<file path="src/rtl/uart_buffer_if.sv">
// Core-side byte streams and driver-side request/completion signals of the UART buffer.
// master: core plus driver; slave: the buffer itself.
interface uart_buffer_if;
   logic        tx_valid;
   logic        tx_ready;
   logic [7:0]  tx_byte;
   logic        rx_valid;
   logic        rx_ready;
   logic [7:0]  rx_byte;
   logic        rx_want;
   logic        t_valid;
   logic [7:0]  t_data;
   logic        r_valid;
   logic [7:0]  r_data;
   logic        tx_done;
   logic        rx_done;
   logic [31:0] tx_count;
   logic [31:0] rx_count;

   modport master (
      output tx_valid, tx_byte, rx_ready, rx_want,
      output r_data, tx_done, rx_done,
      input  tx_ready, rx_valid, rx_byte,
      input  t_valid, t_data, r_valid,
      input  tx_count, rx_count
   );

   modport slave (
      input  tx_valid, tx_byte, rx_ready, rx_want,
      input  r_data, tx_done, rx_done,
      output tx_ready, rx_valid, rx_byte,
      output t_valid, t_data, r_valid,
      output tx_count, rx_count
   );
endinterface

</file>
<file path="src/rtl/uart_buffer.sv">
// TX/RX byte FIFOs with a one-request-at-a-time scheduler in front of the UART driver.
// Define UART_BUF_STATS_EN to enable the tx_count/rx_count byte counters.
module uart_buffer #(
   parameter int DEPTH = 16
) (
   input logic         clk,
   input logic         rstn,
   uart_buffer_if.slave bus
);
   localparam int AW = $clog2(DEPTH);
   localparam logic [AW:0] INC = (AW+1)'(1);

   typedef enum logic [2:0] {
      IDLE, TX_REQ, TX_WAIT, RX_REQ, RX_WAIT
   } state_t;

   state_t state;

   logic [7:0] tx_mem [DEPTH];
   logic [7:0] rx_mem [DEPTH];
   logic [AW:0] tx_wp, tx_rp;
   logic [AW:0] rx_wp, rx_rp;

   logic tx_empty, tx_full, rx_empty, rx_full;
   logic tx_push, tx_pop, rx_push, rx_pop;

   assign tx_empty = tx_wp == tx_rp;
   assign tx_full  = (tx_wp[AW] != tx_rp[AW]) &&
                     (tx_wp[AW-1:0] == tx_rp[AW-1:0]);
   assign rx_empty = rx_wp == rx_rp;
   assign rx_full  = (rx_wp[AW] != rx_rp[AW]) &&
                     (rx_wp[AW-1:0] == rx_rp[AW-1:0]);

   assign tx_push = bus.tx_valid && !tx_full;
   assign tx_pop  = (state == TX_WAIT) && bus.tx_done;
   assign rx_push = (state == RX_WAIT) && bus.rx_done;
   assign rx_pop  = bus.rx_ready && !rx_empty;

   assign bus.tx_ready = !tx_full;
   assign bus.rx_valid = !rx_empty;
   assign bus.rx_byte  = rx_empty ? 8'h00 : rx_mem[rx_rp[AW-1:0]];

   always_ff @(posedge clk) begin
      if (tx_push) tx_mem[tx_wp[AW-1:0]] <= bus.tx_byte;
      if (rx_push) rx_mem[rx_wp[AW-1:0]] <= bus.r_data;
   end

   always_ff @(posedge clk) begin
      if (!rstn) begin
         tx_wp <= '0;
         tx_rp <= '0;
         rx_wp <= '0;
         rx_rp <= '0;
      end else begin
         if (tx_push) tx_wp <= tx_wp + INC;
         if (tx_pop)  tx_rp <= tx_rp + INC;
         if (rx_push) rx_wp <= rx_wp + INC;
         if (rx_pop)  rx_rp <= rx_rp + INC;
      end
   end

   // TX wins over RX; a request is retired only by its own done pulse
   always_ff @(posedge clk) begin
      if (!rstn) begin
         state       <= IDLE;
         bus.t_valid <= 1'b0;
         bus.r_valid <= 1'b0;
         bus.t_data  <= 8'h00;
      end else begin
         bus.t_valid <= 1'b0;
         bus.r_valid <= 1'b0;
         unique case (state)
            IDLE: begin
               if (!tx_empty) begin
                  state       <= TX_REQ;
                  bus.t_valid <= 1'b1;
                  bus.t_data  <= tx_mem[tx_rp[AW-1:0]];
               end else if (bus.rx_want && !rx_full) begin
                  state       <= RX_REQ;
                  bus.r_valid <= 1'b1;
               end
            end
            TX_REQ:  state <= TX_WAIT;
            TX_WAIT: if (bus.tx_done) state <= IDLE;
            RX_REQ:  state <= RX_WAIT;
            RX_WAIT: if (bus.rx_done) state <= IDLE;
            default: state <= IDLE;
         endcase
      end
   end

`ifdef UART_BUF_STATS_EN
   logic [31:0] tx_cnt, rx_cnt;

   always_ff @(posedge clk) begin
      if (!rstn) begin
         tx_cnt <= '0;
         rx_cnt <= '0;
      end else begin
         if (tx_pop)  tx_cnt <= tx_cnt + 32'd1;
         if (rx_push) rx_cnt <= rx_cnt + 32'd1;
      end
   end

   assign bus.tx_count = tx_cnt;
   assign bus.rx_count = rx_cnt;
`else
   assign bus.tx_count = '0;
   assign bus.rx_count = '0;
`endif
endmodule

</file>
<file path="src/flat_wrapper.sv">
// flat-port wrapper written by rule: the top's interface ports become plain ports
module uart_buffer_flat 
#(
   parameter int DEPTH = 16
)
  (clk, rstn, bus_tx_valid, bus_tx_byte, bus_rx_ready, bus_rx_want, bus_r_data, bus_tx_done, bus_rx_done, bus_tx_ready, bus_rx_valid, bus_rx_byte, bus_t_valid, bus_t_data, bus_r_valid, bus_tx_count, bus_rx_count);
  uart_buffer_if bus_i ();
  input logic clk;
  input logic rstn;
  input wire logic [$bits(bus_i.tx_valid)-1:0] bus_tx_valid;
  input wire logic [$bits(bus_i.tx_byte)-1:0] bus_tx_byte;
  input wire logic [$bits(bus_i.rx_ready)-1:0] bus_rx_ready;
  input wire logic [$bits(bus_i.rx_want)-1:0] bus_rx_want;
  input wire logic [$bits(bus_i.r_data)-1:0] bus_r_data;
  input wire logic [$bits(bus_i.tx_done)-1:0] bus_tx_done;
  input wire logic [$bits(bus_i.rx_done)-1:0] bus_rx_done;
  output wire logic [$bits(bus_i.tx_ready)-1:0] bus_tx_ready;
  output wire logic [$bits(bus_i.rx_valid)-1:0] bus_rx_valid;
  output wire logic [$bits(bus_i.rx_byte)-1:0] bus_rx_byte;
  output wire logic [$bits(bus_i.t_valid)-1:0] bus_t_valid;
  output wire logic [$bits(bus_i.t_data)-1:0] bus_t_data;
  output wire logic [$bits(bus_i.r_valid)-1:0] bus_r_valid;
  output wire logic [$bits(bus_i.tx_count)-1:0] bus_tx_count;
  output wire logic [$bits(bus_i.rx_count)-1:0] bus_rx_count;
  assign bus_i.tx_valid = bus_tx_valid;
  assign bus_i.tx_byte = bus_tx_byte;
  assign bus_i.rx_ready = bus_rx_ready;
  assign bus_i.rx_want = bus_rx_want;
  assign bus_i.r_data = bus_r_data;
  assign bus_i.tx_done = bus_tx_done;
  assign bus_i.rx_done = bus_rx_done;
  assign bus_tx_ready = bus_i.tx_ready;
  assign bus_rx_valid = bus_i.rx_valid;
  assign bus_rx_byte = bus_i.rx_byte;
  assign bus_t_valid = bus_i.t_valid;
  assign bus_t_data = bus_i.t_data;
  assign bus_r_valid = bus_i.r_valid;
  assign bus_tx_count = bus_i.tx_count;
  assign bus_rx_count = bus_i.rx_count;
  uart_buffer #(.DEPTH(DEPTH)) u_core (.clk(clk), .rstn(rstn), .bus(bus_i));
endmodule
</file>
<file path="config.mk">
export PLATFORM = sky130hd
export DESIGN_NAME = uart_buffer_flat
export DESIGN_NICKNAME = d
export VERILOG_FILES = /design/src/rtl/uart_buffer_if.sv /design/src/rtl/uart_buffer.sv /design/src/flat_wrapper.sv
export SDC_FILE = /design/constraint.sdc
export NUM_CORES = 1
export LEC_CHECK = 0
export ABC_AREA = 1
export BUFFER_PORTS_ARGS = -buffer_cell sky130_fd_sc_hd__buf_2
export CAP_MARGIN = 20
export CELL_PAD_IN_SITES_DETAIL_PLACEMENT = 0
export CELL_PAD_IN_SITES_GLOBAL_PLACEMENT = 2
export CORE_UTILIZATION = 43
export DETAILED_ROUTE_END_ITERATION = 8
export PLACE_DENSITY = 0.93
export SLEW_MARGIN = 20
export SYNTH_ARGS = -nofsm -noshare
export SYNTH_HDL_FRONTEND = slang
export SYNTH_SLANG_ARGS = --single-unit
</file>
<file path="constraint.sdc">
create_clock -name clk -period 3.7 [get_ports clk]
set_input_delay 0.74 -clock clk [delete_from_list [all_inputs] [get_ports clk]]
set_output_delay 0.74 -clock clk [all_outputs]
set_load 0.005 [all_outputs]
</file>
==> results.md, run 1 <==
- The run finished with clean final reports.
- The sum of negative setup slack is 0 ns.
- The antenna cell count is 0.
- Entering global routing, the biggest net connects 67 pins.
- The sequential fraction of design power is 46.9%.
- The endpoint of the worst-slack reg-to-reg timing path is u_core.tx_mem[3][7]$_DFFE_PP_.
- The type of element capturing the critical path is an output pin.
- In the routed design, unresolved DRC markers number 0.
- In this run switching power makes up 27.52% of total power.
- The congestion estimate from routability-driven global placement came to 0.7782.
- The overall global routing resource usage is 17.97%.
- After clock tree synthesis, the flow added hold-fix buffers numbering 0.
- During synthesis, Yosys emitted a total of 0 warnings.
- The count of endpoints failing hold in the final timing report is 0.
- The total congestion overflow after global routing is 0.
- The share of the clock period used by the worst path is 86.38%.
- The later pin in the worst-skew pair is clocked with a latency of 0.55 ns.
- The effective utilization at floorplan is 43.97%.
- In this design, the stage delay of the slowest critical-path cell is 0.94 ns.
- The longest clock path from root to sink contains 3 buffers.
- The die footprint is 30200 µm².
- The type of the tightest min-delay check is in -> reg.
- The number of clock sinks seen by CTS is 293.
- Traced cell by cell, the critical path runs through buf_4 > a21oi_1 > o21ai_0 > nand3_1 > nand3_1 > a21boi_0 > buf_2.
- The first global-routing pass estimated 42.39 mm of wire.
- Once the clock tree was built, the resizer swapped 0 gates to a different size.
- The design internal power is 0.005960 W.
- The via density per instance is 4.978.
- The kind of cell with the highest combined delay on the critical path is flip-flops.
- For flop-to-flop paths, the worst setup slack is 1.12 ns.
- The number of cell instances on the worst register-to-register path is 9.
- The top cell type by area accounts for 60.59% of the synthesized area.
- The cell count after synthesis came out at 1158.
- The count of cell types in the netlist is 40.
- The async set-reset flop share out of synthesis is 0%.
- The total buffers and inverters traversed by the critical path is 2.
- Of all cell types, the one taking the most synthesized area is sky130_fd_sc_hd__edfxtp_1.
- Synthesis inferred 293 register bits.
- The data arrival time of the critical path is 2.46 ns.
- Max-cap violations in this run came to 0.
- The number of top-level design ports is 107.
- Timing analysis after detailed placement gives a worst setup slack of 1.066 ns.
- For this run, the share of the core covered by cells in the final layout is 48.41%.
- Ranked by total cell area, the synthesized netlist is headed by sky130_fd_sc_hd__edfxtp_1 61%, sky130_fd_sc_hd__dfxtp_1 5.8%, sky130_fd_sc_hd__nor2_1 4.8%.
- STA classifies the critical path startpoint as a flop.
- In this run the number of cells on the critical path is 7.
- Clock skew on the completed layout was measured at 0.01094 ns.
- The buffer cell driving the clock tree root is sky130_fd_sc_hd__clkbuf_16.
- In this run the tightest slew margin relative to its limit is 38.19%.
- The cell area that synthesis handed to floorplanning was 12690 µm².
- The master of the slowest instance on the critical path is sky130_fd_sc_hd__dfxtp_2.
- Of the cells placed in the final design, the portion with a size suffix greater than 1 is 10.02%.
- The critical setup path kind is reg -> out.
- At the end of the flow, the number of nets in the layout was 1225.
- The clock edge transition at the registers on the reported setup and hold paths is 0.06 ns.
- The dominant cell type by count on the critical path is sky130_fd_sc_hd__nand3_1.
- The core region is 28860 µm².
- The CTS tree is done.
- The synthesis-to-layout area growth is 10.10%.
- The clock network is responsible for 36.6% of the overall power.
- In this run the number of H-tree levels came out at 1.
- The data required time of the worst path is 2.96 ns.
- The total setup violations reported at the end of the flow is 0.
- The count of nets left with antenna violations once routing finished came out at 0.
- The number of port buffers is 42.
- Derived from the worst setup path, the maximum achievable clock frequency is 312.9 MHz.
- Sequential elements use 66.42% of the synthesized area.
- The first detailed-routing pass took 5 iterations.
- The initial antenna violation count was 0.
- The startpoint identified for the worst register-to-register timing path is u_core.tx_rp[2]$_SDFFE_PN0P_.
- The number of design-rule violations left by the first detailed-router iteration is 624.
- The worst path setup slack after routing is 0.5039 ns.
- The number of synthesized flops with an enable pin is 256.
- The via count of the first global-routing pass is 7662.
- The final route contains 7970 vias.
- Setup repair after global routing left no endpoint under its margin.
- The highest net fanout along the worst path is 49.
- The primary flip-flop cell chosen by synthesis mapping is sky130_fd_sc_hd__edfxtp_1.
- The cell area power density is 588.7 nW/µm².
- In this run the core area contains 62 standard-cell rows.
- The critical path capture point is bus_rx_byte[1].
- The part of the total power dissipated in combinational logic is 16.5%.
- The y dimension of the die is 173.8 µm.
- The leakage power is 5.120 nW.
- The worst path needs 3.196 ns of the cycle, external delays included.
- The wire length reported by the detailed router is 27.14 mm.
- The die boundary width is 173.8 µm.
- Across the VDD grid, the largest voltage drop is 0.0004390 V.
- The number of setup buffers added after CTS is 0.
- The average wire per cell in the routed design is 16.95 µm.
- The clock buffer count from CTS is 31.
- The number of max-slew violations in the final report is 0.
- The half-perimeter wire length after detailed placement is 17.25 mm.
- For the pin with the worst max-slew slack, the measured transition is 0.9271 ns.
- The mean area per synthesized cell is 10.96 µm².
- The analysis attributes to net switching a power of 0.002263 W.
routing by layer:
metal / vias up / wire length, µm / global-route usage (%) / part of all wire (%)
li1: 3923 / - / - / -
met1: 3801 / 11990 / 24.64 / 44
met2: 205 / 13130 / 29.85 / 48
met3: 41 / 1316 / 2.368 / 4.8
met4: 0 / 703 / 5.300 / 2.6
met5: - / 0 / 0 / 0
cell usage in the layout (no fill, tap or decap), types with 11 or more instances in the layout:
cell type                   instances
sky130_fd_sc_hd__a21oi_1           49
sky130_fd_sc_hd__buf_2             42
sky130_fd_sc_hd__buf_4             11
sky130_fd_sc_hd__clkbuf_16         31
sky130_fd_sc_hd__conb_1            64
sky130_fd_sc_hd__dfxtp_1           33
sky130_fd_sc_hd__edfxtp_1         256
sky130_fd_sc_hd__inv_1            101
sky130_fd_sc_hd__nand2_1          138
sky130_fd_sc_hd__nand3_1           73
sky130_fd_sc_hd__nor2_1           161
sky130_fd_sc_hd__o211ai_1          44
sky130_fd_sc_hd__o21ai_0          115
final cells by class:
class                           count  area (µm²)
Sequential cell                   293        8436
Inverter                          111       419.2
Timing Repair Buffer               53       292.8
Clock buffer                       43       840.8
Multi-Input combinational cell    702        3346
Fill cell                        2652       14890
Clock inverter                     15       155.1
Tap cell                          384       480.5
cell families (layout without fill, tap and decap cells):
logic type | count (synthesis) | count (layout) | synth area share [%]
adders and majority gates | 10 | 10 | 0.9861
xor gates and xnor gates | 5 | 5 | 0.3452
other | 1 | 64 | 0.02955
AOI/OAI and AO/OA | 225 | 225 | 9.960
DFF | 293 | 293 | 66.42
and+or+nand+nor | 398 | 398 | 13.18
buffers and inverters | 226 | 222 | 9.072
Yosys cell counts (3+ instances only):
cell                       number
sky130_fd_sc_hd__buf_1          7
sky130_fd_sc_hd__a21boi_0       4
sky130_fd_sc_hd__o21ai_1        6
sky130_fd_sc_hd__a21oi_1       49
sky130_fd_sc_hd__edfxtp_1     256
sky130_fd_sc_hd__xor2_1         3
sky130_fd_sc_hd__nand2_1      138
sky130_fd_sc_hd__dfxtp_1       37
sky130_fd_sc_hd__nand3_1       73
sky130_fd_sc_hd__o21ai_0      115
sky130_fd_sc_hd__nand2_2        5
sky130_fd_sc_hd__buf_2         15
sky130_fd_sc_hd__buf_4         70
sky130_fd_sc_hd__inv_2          6
sky130_fd_sc_hd__a21boi_1       4
sky130_fd_sc_hd__nor2_2         3
sky130_fd_sc_hd__inv_1        102
sky130_fd_sc_hd__nor2_1       161
sky130_fd_sc_hd__ha_1          10
sky130_fd_sc_hd__nor3_1         7
sky130_fd_sc_hd__o211ai_1      44
sky130_fd_sc_hd__clkbuf_1      21
power groups by stage:
stage	Combinational [W]	Sequential, W	Clock, W
6_report	0.00136	0.00386	0.00301
4_1_cts	0.00136	0.00386	0.00305
3_5_place_dp	0.00136	0.00393	0
2_1_floorplan	0.00112	0.00381	0
3_3_place_gp	0.00134	0.00393	0
5_1_grt	0.00155	0.00388	0.00319
stage by stage:
step	hold slack, ns	power, W	instance area, µm²	cells
after floorplan	0.4419	0.004928	12920	1221
after global placement	0.4537	0.005269	12970	1543
after detailed placement	0.4629	0.005289	12970	1543
after CTS	0.4500	0.008281	13970	1601
after global routing	0.4648	0.008630	13970	1601
final	0.4629	0.008223	13970	1601
worst min-delay path by stage:
stage | start | to | slack, ns | cells after the start
floorplan | u_core.rx_wp[4]$_SDFFE_PN0P_ | u_core.rx_wp[4]$_SDFFE_PN0P_ | 0.44 | 1
global placement | u_core.rx_wp[4]$_SDFFE_PN0P_ | u_core.rx_wp[4]$_SDFFE_PN0P_ | 0.45 | 1
detailed placement | u_core.rx_wp[4]$_SDFFE_PN0P_ | u_core.rx_wp[4]$_SDFFE_PN0P_ | 0.46 | 1
CTS | bus_rx_want | u_core.bus.r_valid$_SDFF_PN0_ | 0.45 | 3
global route | bus_rx_want | u_core.bus.r_valid$_SDFF_PN0_ | 0.46 | 3
finish | bus_rx_want | u_core.bus.r_valid$_SDFF_PN0_ | 0.46 | 3
worst register-to-register path: cells and delay by family, from the launching register on:
kind,cells,cell delay (ns)
buf+inv,2,0.48
flops,1,0.48
simple gates,7,1.23
flip-flops by register name, summed over array words and instances (netlist names), named ones only:
register,cells
u_core.rx_mem,128
u_core.bus.t_data,8
u_core.rx_wp,5
u_core.tx_mem,128
u_core.state,3
u_core.tx_wp,5
u_core.bus.t_valid,1
u_core.bus.r_valid,1
u_core.tx_rp,5
u_core.rx_rp,5
No activity file was read; power rests on OpenSTA's default activity.
==> run 2: changes to the inputs <==
Settings changed: CORE_UTILIZATION 43 to 44, CTS_BUF_LIST set to sky130_fd_sc_hd__clkbuf_4 sky130_fd_sc_hd__clkbuf_8, PLACE_DENSITY 0.93 to 0.95.
==> results.md, run 2 (synthesized netlist as in run 1, its figures left out) <==
- The flow ran to the end, and the final reports show no timing, DRC or antenna violations.
- The type of element capturing the critical path is an output pin.
- The worst setup path is launched from a flop.
- The number of max-slew violations in the final report is 0.
- Buffers placed on the I/O ports in this run total 42.
- The number of H-tree branching levels is 2.
- The total setup buffers inserted after CTS is 0.
- The CTS tree is done.
- The number of top-level design ports is 107.
- After legalization and detailed placement, the total HPWL measured 17.10 mm.
- The wire length reported by the detailed router is 27.30 mm.
- The count of nets left with antenna violations once routing finished came out at 0.
- The analysis attributes to cell leakage a power of 5.151 nW.
- Routability-driven placement finished with a final weighted congestion of 0.7873.
- The clock buffer count from CTS is 47.
- Leaving out fill and tap cells, the most frequent cell in the layout is sky130_fd_sc_hd__edfxtp_1.
- From bottom edge to top edge, the die measures 171.8 µm.
- Max-cap violations in this run came to 0.
- The sequential cells in the finished layout cover a total of 8436 µm².
- The number of remaining DRC errors is 0.
- The setup skew after layout is 0.03364 ns.
- The utilization after layout is 49.68%.
- The die footprint is 29520 µm².
- Adding up every negative setup slack in the final design gives 0 ns.
- The clock latency on the worst-skew pair is 0.56 ns.
- Along the worst path, the maximum fanout reaches 82.
- The upper clock frequency limit is 307.8 MHz.
- The post-CTS resize count is 0.
- The layout has 2522 filler cells.
- Row generation in the floorplan step produced 61 rows.
- The overall global routing resource usage is 18.86%.
- The worst-case headroom to the max-slew limit is 34.73%.
- The synthesis-to-layout area growth is 9.979%.
- The clock passes through at most 3 buffers.
- The slew at the pin closest to its max-slew limit is 0.9754 ns.
- The type of the tightest min-delay check is in -> reg.
- The first detailed-routing pass ran for 6 iterations.
- The average wire per cell in the routed design is 16.83 µm.
- The effective utilization at floorplan is 45.18%.
- In the final layout, the multi-input gates occupy 3346 µm².
- Setup repair after global routing left no endpoint under its margin.
- The net count of the finished layout is 1239.
- 0 antenna diodes ended up in the layout.
- The number of design-rule violations left by the first detailed-router iteration is 559.
- The worst setup path is of the reg -> out kind.
- Setup violations remaining at the end of the flow were counted as 0.
- The data arrival time of the critical path is 2.51 ns.
- Clock-pin slew was measured on the worst setup and hold paths at 0.06 ns.
- The minimum clock period is 3.249 ns.
- The buffer cell driving the clock tree root is sky130_fd_sc_hd__clkbuf_8.
- The share of the clock period used by the worst path is 87.81%.
- The pin count of the biggest net entering global routing is 83.
- The post-layout total power is 0.008114 W.
- The die is 171.8 µm wide.
- After routing the design area is 13950 µm².
- The initial antenna violation count is 0.
- The placeable core region is 28090 µm².
- The number of clock sinks seen by CTS is 293.
- The cell area power density is 581.5 nW/µm².
- Leaving out fill and tap cells, the most frequent cells in the layout are 256 x sky130_fd_sc_hd__edfxtp_1, 161 x sky130_fd_sc_hd__nor2_1, 138 x sky130_fd_sc_hd__nand2_1.
- The share of final-layout standard cells stronger than drive strength 1 is 12.54%.
- The first global-routing pass estimated 41.83 mm of wire.
- The total congestion overflow after global routing is 0.
- The post-detailed-placement cell area is 12950 µm².
- The via density per instance is 4.980.
- The count of endpoints failing hold in the final timing report is 0.
- The peak supply drop is 0.0003318 V.
- The via count of the first global-routing pass was 7560.
- The detailed router placed 8078 vias in this run.
- The data required time of the worst path is 2.96 ns.
- In this run, post-CTS hold repair placed 0 buffers.
[run 2: cell count changes in the layout (fill, tap and decap cells not counted), sizes merged]
| cell | previous run | this run |
|---|---|---|
| clkinv | 13 | 11 |
| clkbuf | 43 | 72 |
| clkinvlp | 1 | 2 |
| inv | 109 | 110 |
| buf | 53 | 51 |
[run 2: final timing paths]
path	from	endpoint	slack [ns]	cells past startpoint
worst max-delay path	flop	bus_rx_byte[7]	0.45	6
worst min-delay path	bus_rx_want	u_core.bus.r_valid$_SDFF_PN0_	0.49	3
worst max register to register	u_core.tx_rp[2]$_SDFFE_PN0P_	u_core.tx_mem[12][6]$_DFFE_PP_	1.15	9
worst min register to register	u_core.rx_wp[4]$_SDFFE_PN0P_	u_core.rx_wp[4]$_SDFFE_PN0P_	0.49	1
[run 2: worst max-delay path, cell delays in order, from the launching register on]
cell and delay [ns]:
sky130_fd_sc_hd__dfxtp_4 0.82, sky130_fd_sc_hd__buf_4 0.39, sky130_fd_sc_hd__o211ai_1 0.14, sky130_fd_sc_hd__nand3_1 0.10, sky130_fd_sc_hd__nand3_1 0.08, sky130_fd_sc_hd__a21boi_0 0.24, sky130_fd_sc_hd__buf_2 0.16
[run 2: metal layers]
layer | GRT usage [%] | share of wire [%]
met2 | 30.70 | 47
met4 | 6.118 | 2.5
met1 | 25.38 | 45
met5 | 0 | 0
met3 | 3.659 | 5.7
[run 2: final cells by class]
class	instances	area share (%)
Clock buffer	72	6.115
Sequential cell	293	60.45
Tap cell	378	3.389
Inverter	111	3.004
Timing Repair Buffer	51	1.990
Multi-Input combinational cell	702	23.98
Clock inverter	15	1.076
[run 2: report_power, final]
group          switching [W]  total, W  internal [W]  leakage, nW
registers           0.000184   0.00388       0.00369         2.61
logic               0.000839   0.00131      0.000470         2.01
clock network        0.00124   0.00293       0.00168        0.527
[run 2: stage by stage]
| step | worst slack, ns | hold slack, ns | instances |
|---|---|---|---|
| 2_1_floorplan | 1.591 | 0.4419 | 1221 |
| 3_3_place_gp | 1.039 | 0.4682 | 1535 |
| 3_5_place_dp | 1.050 | 0.4774 | 1535 |
| 4_1_cts | 0.4603 | 0.4633 | 1622 |
| 5_1_grt | 0.2806 | 0.4800 | 1622 |
| 6_report | 0.4509 | 0.4867 | 1622 |
==> run 3: changes to the inputs <==
Settings changed: CORE_UTILIZATION 44 to 41, PLACE_DENSITY 0.95 to 0.9.
Clock period 3.7 ns to 3 ns, I/O delays scaled along.
==> results.md, run 3 (synthesized netlist as in run 1, its figures left out) <==
- The flow ran to the end, and the final reports show no timing, DRC or antenna violations.
- The kind of cell with the highest combined delay on the critical path is flip-flops.
- The analysis attributes to net switching a power of 0.002843 W.
- The slew at the pin closest to its max-slew limit is 0.9126 ns.
- The number of max-slew violations in the final report is 0.
- The share of the clock period used by the worst path is 92.86%.
- The first TritonRoute pass finished after 5 iterations.
- Compared with the post-synthesis result, the final layout area differs by 10.78%.
- Of the total power, the clock network draws 35.6%.
- The leakage power is 5.198 nW.
- Along the worst hold path, the cell count comes to 3.
- The multi-input combinational cells in the finished layout cover a total of 3346 µm².
- The wire-length estimate of the detail-placed layout is 17.62 mm.
- The part of the total power dissipated in combinational logic is 17.0%.
- The smallest hold slack is 0.3189 ns.
- The worst setup path is launched from a flop.
- Leaving out fill and tap cells, the most frequent cells in the layout are 256 x sky130_fd_sc_hd__edfxtp_1, 161 x sky130_fd_sc_hd__nor2_1, 138 x sky130_fd_sc_hd__nand2_1.
- The data arrival time of the critical path is 2.19 ns.
- STA classifies the critical path endpoint as an output pin.
- The critical path runs through a total of 6 cells.
- After detailed routing, the total wire length is 27.75 mm.
- The repair_antennas step left the layout with diodes totalling 0.
- The critical path contains buffers and inverters numbering 2 combined.
- Traced cell by cell, the critical path runs through buf_4 > o211ai_1 > nand3_1 > nand3_1 > a21boi_0 > buf_2.
- The clock edge transition at the registers on the reported setup and hold paths is 0.06 ns.
- In this run the worst hold path is classified as in -> reg.
- The number of port buffers is 42.
- Static timing analysis puts the maximum clock frequency at 359.0 MHz.
- After detailed routing, the average wire length per cell comes to 16.78 µm.
- On the critical path, the stage with the largest delay is an instance of sky130_fd_sc_hd__dfxtp_4.
- The total congestion overflow after global routing is 0.
- After detailed routing, the number of vias per cell comes to 4.914.
- In this run, post-CTS hold repair placed 0 buffers.
- The number of clock sinks seen by CTS is 293.
- The share of final-layout standard cells stronger than drive strength 1 is 13.05%.
- Across the VDD grid, the largest voltage drop is 0.0004333 V.
- Entering global routing, the biggest net connects 67 pins.
- The via count of the first global-routing pass is 7777.
- Global routing used 18.04% of the available tracks.
- The critical setup path kind is reg -> out.
- In this run the worst path has a maximum fanout of 28.
- The most common cell after layout, fill and taps aside is sky130_fd_sc_hd__edfxtp_1.
- Headroom to the max-slew limit came out at 38.93%.
- The total area inside the core boundary comes to 30510 µm².
- The floorplan step set the die width to 177.9 µm.
- Fill cells in the final layout number 2856.
- The number of buffers on the longest clock path is 3.
- The net count of the finished layout is 1250.
- The effective utilization at floorplan is 41.59%.
- The sequential fraction of design power is 47.4%.
- Of the total power, the share spent switching nets is 28.50%.
- The design internal power is 0.007134 W.
- The dominant cell type by count on the critical path is sky130_fd_sc_hd__nand3_1.
- Row generation in the floorplan step produced 64 rows.
- Setup repair after global routing left no endpoint under its margin.
- The minimum clock period is 2.786 ns.
- In the final layout, flip-flops and latches occupy 8438 µm².
- The clock reaches the later pin of the worst-skew pair after 0.59 ns.
- Measured along the y axis, the die boundary spans 177.9 µm.
- Between clock sinks in the finished design, the worst skew comes to 0.04305 ns.
- The initial antenna violation count is 1.
- 107 I/O pins were placed.
- The cell area power density is 709.8 nW/µm².
- Adding up every negative setup slack in the final design gives 0 ns.
- The max-capacitance violation count is 0.
- The detailed router finished its first iteration with 766 violations.
- The floorplan step defined a die boundary enclosing 31660 µm².
- For this run, the slowest stage of the critical path takes 0.53 ns.
- The count of endpoints failing hold in the final timing report is 0.
- The clock buffer count from CTS is 50.
- The detail route stage leaves a number of antenna-violating nets equal to 0.
- The CTS tree is done.
- Detailed routing inserted a total of 8123 vias.
- The first global-routing pass estimated 42.96 mm of wire.
- The buffer cell driving the clock tree root is sky130_fd_sc_hd__clkbuf_8.
- The total setup violations reported at the end of the flow is 0.
- The number of H-tree branching levels is 2.
- At the end of routability-driven placement, the weighted congestion stood at 0.7996.
- Counting cells, the worst reg-to-reg path comes to 9.
- The number of remaining DRC errors is 0.
- The data required time of the worst path is 2.40 ns.
## run 3: changes by cell type in the layout (fill, tap and decap cells not counted), moves of 4 or more
cell / delta
sky130_fd_sc_hd__buf_4: +7
sky130_fd_sc_hd__clkbuf_4: -5
sky130_fd_sc_hd__clkinv_1: +5
sky130_fd_sc_hd__clkinv_2: +4
## run 3: final timing paths
check	end	start	slack, ns
setup / recovery	bus_rx_byte[0]	flop	0.21
hold / removal	u_core.bus.r_valid$_SDFF_PN0_	bus_rx_want	0.32
setup reg to reg	u_core.tx_mem[13][6]$_DFFE_PP_	u_core.tx_rp[1]$_SDFFE_PN0P_	0.69
hold reg to reg	u_core.rx_wp[4]$_SDFFE_PN0P_	u_core.rx_wp[4]$_SDFFE_PN0P_	0.50
## run 3: stage by stage
| stage | cells | utilization, % | power [W] | cell area (µm²) | worst slack [ns] |
|---|---|---|---|---|---|
| 6_report | 1653 | 46.07 | 0.009977 | 14060 | 0.2143 |
| 5_1_grt | 1653 | 46.07 | 0.01053 | 14060 | 0.03442 |
| 4_1_cts | 1653 | 46.06 | 0.01008 | 14050 | 0.01370 |
| 3_5_place_dp | 1561 | 42.76 | 0.006516 | 13050 | 0.6449 |
| 3_3_place_gp | 1561 | 42.76 | 0.006497 | 13050 | 0.6339 |
| 2_1_floorplan | 1221 | - | 0.006078 | 12920 | 1.031 |
## run 3: cell type report
type | instances | share of cell area, %
flip-flops and latches | 293 | 60.03
multi-input cells | 702 | 23.80
clock buffers | 68 | 5.902
well taps | 396 | 3.525
inverters | 111 | 2.982
repair buffers | 59 | 2.492
clock inverters | 24 | 1.264
## run 3: what timing repair did
| action | in CTS | in global routing |
|---|---|---|
| buffers inserted | 0 | 0 |
| endpoints found under the setup margin | 0 | 8 |
| gates resized for setup | 0 | 1 |
## run 3: tightest hold or removal path, cell delays in order
cell	delay (ns)
sky130_fd_sc_hd__buf_2	0.10
sky130_fd_sc_hd__nand2_1	0.08
sky130_fd_sc_hd__nor4_1	0.05
## run 3: power groups by stage
stage                     clock [W]  combinational [W]  sequential, W
after floorplan                   0            0.00138        0.00470
after global placement            0            0.00169        0.00481
after detailed placement          0            0.00171        0.00481
after CTS                   0.00364            0.00171        0.00473
after global routing        0.00381            0.00196        0.00475
final                       0.00356            0.00170        0.00472
## run 3: metal layers
layer	GRT usage [%]	vias up	share of wire (%)
li1	-	3985	-
met1	24.00	3876	44
met2	29.47	200	48
met3	2.892	60	4.4
met4	7.016	2	3.1
met5	0	-	0.047
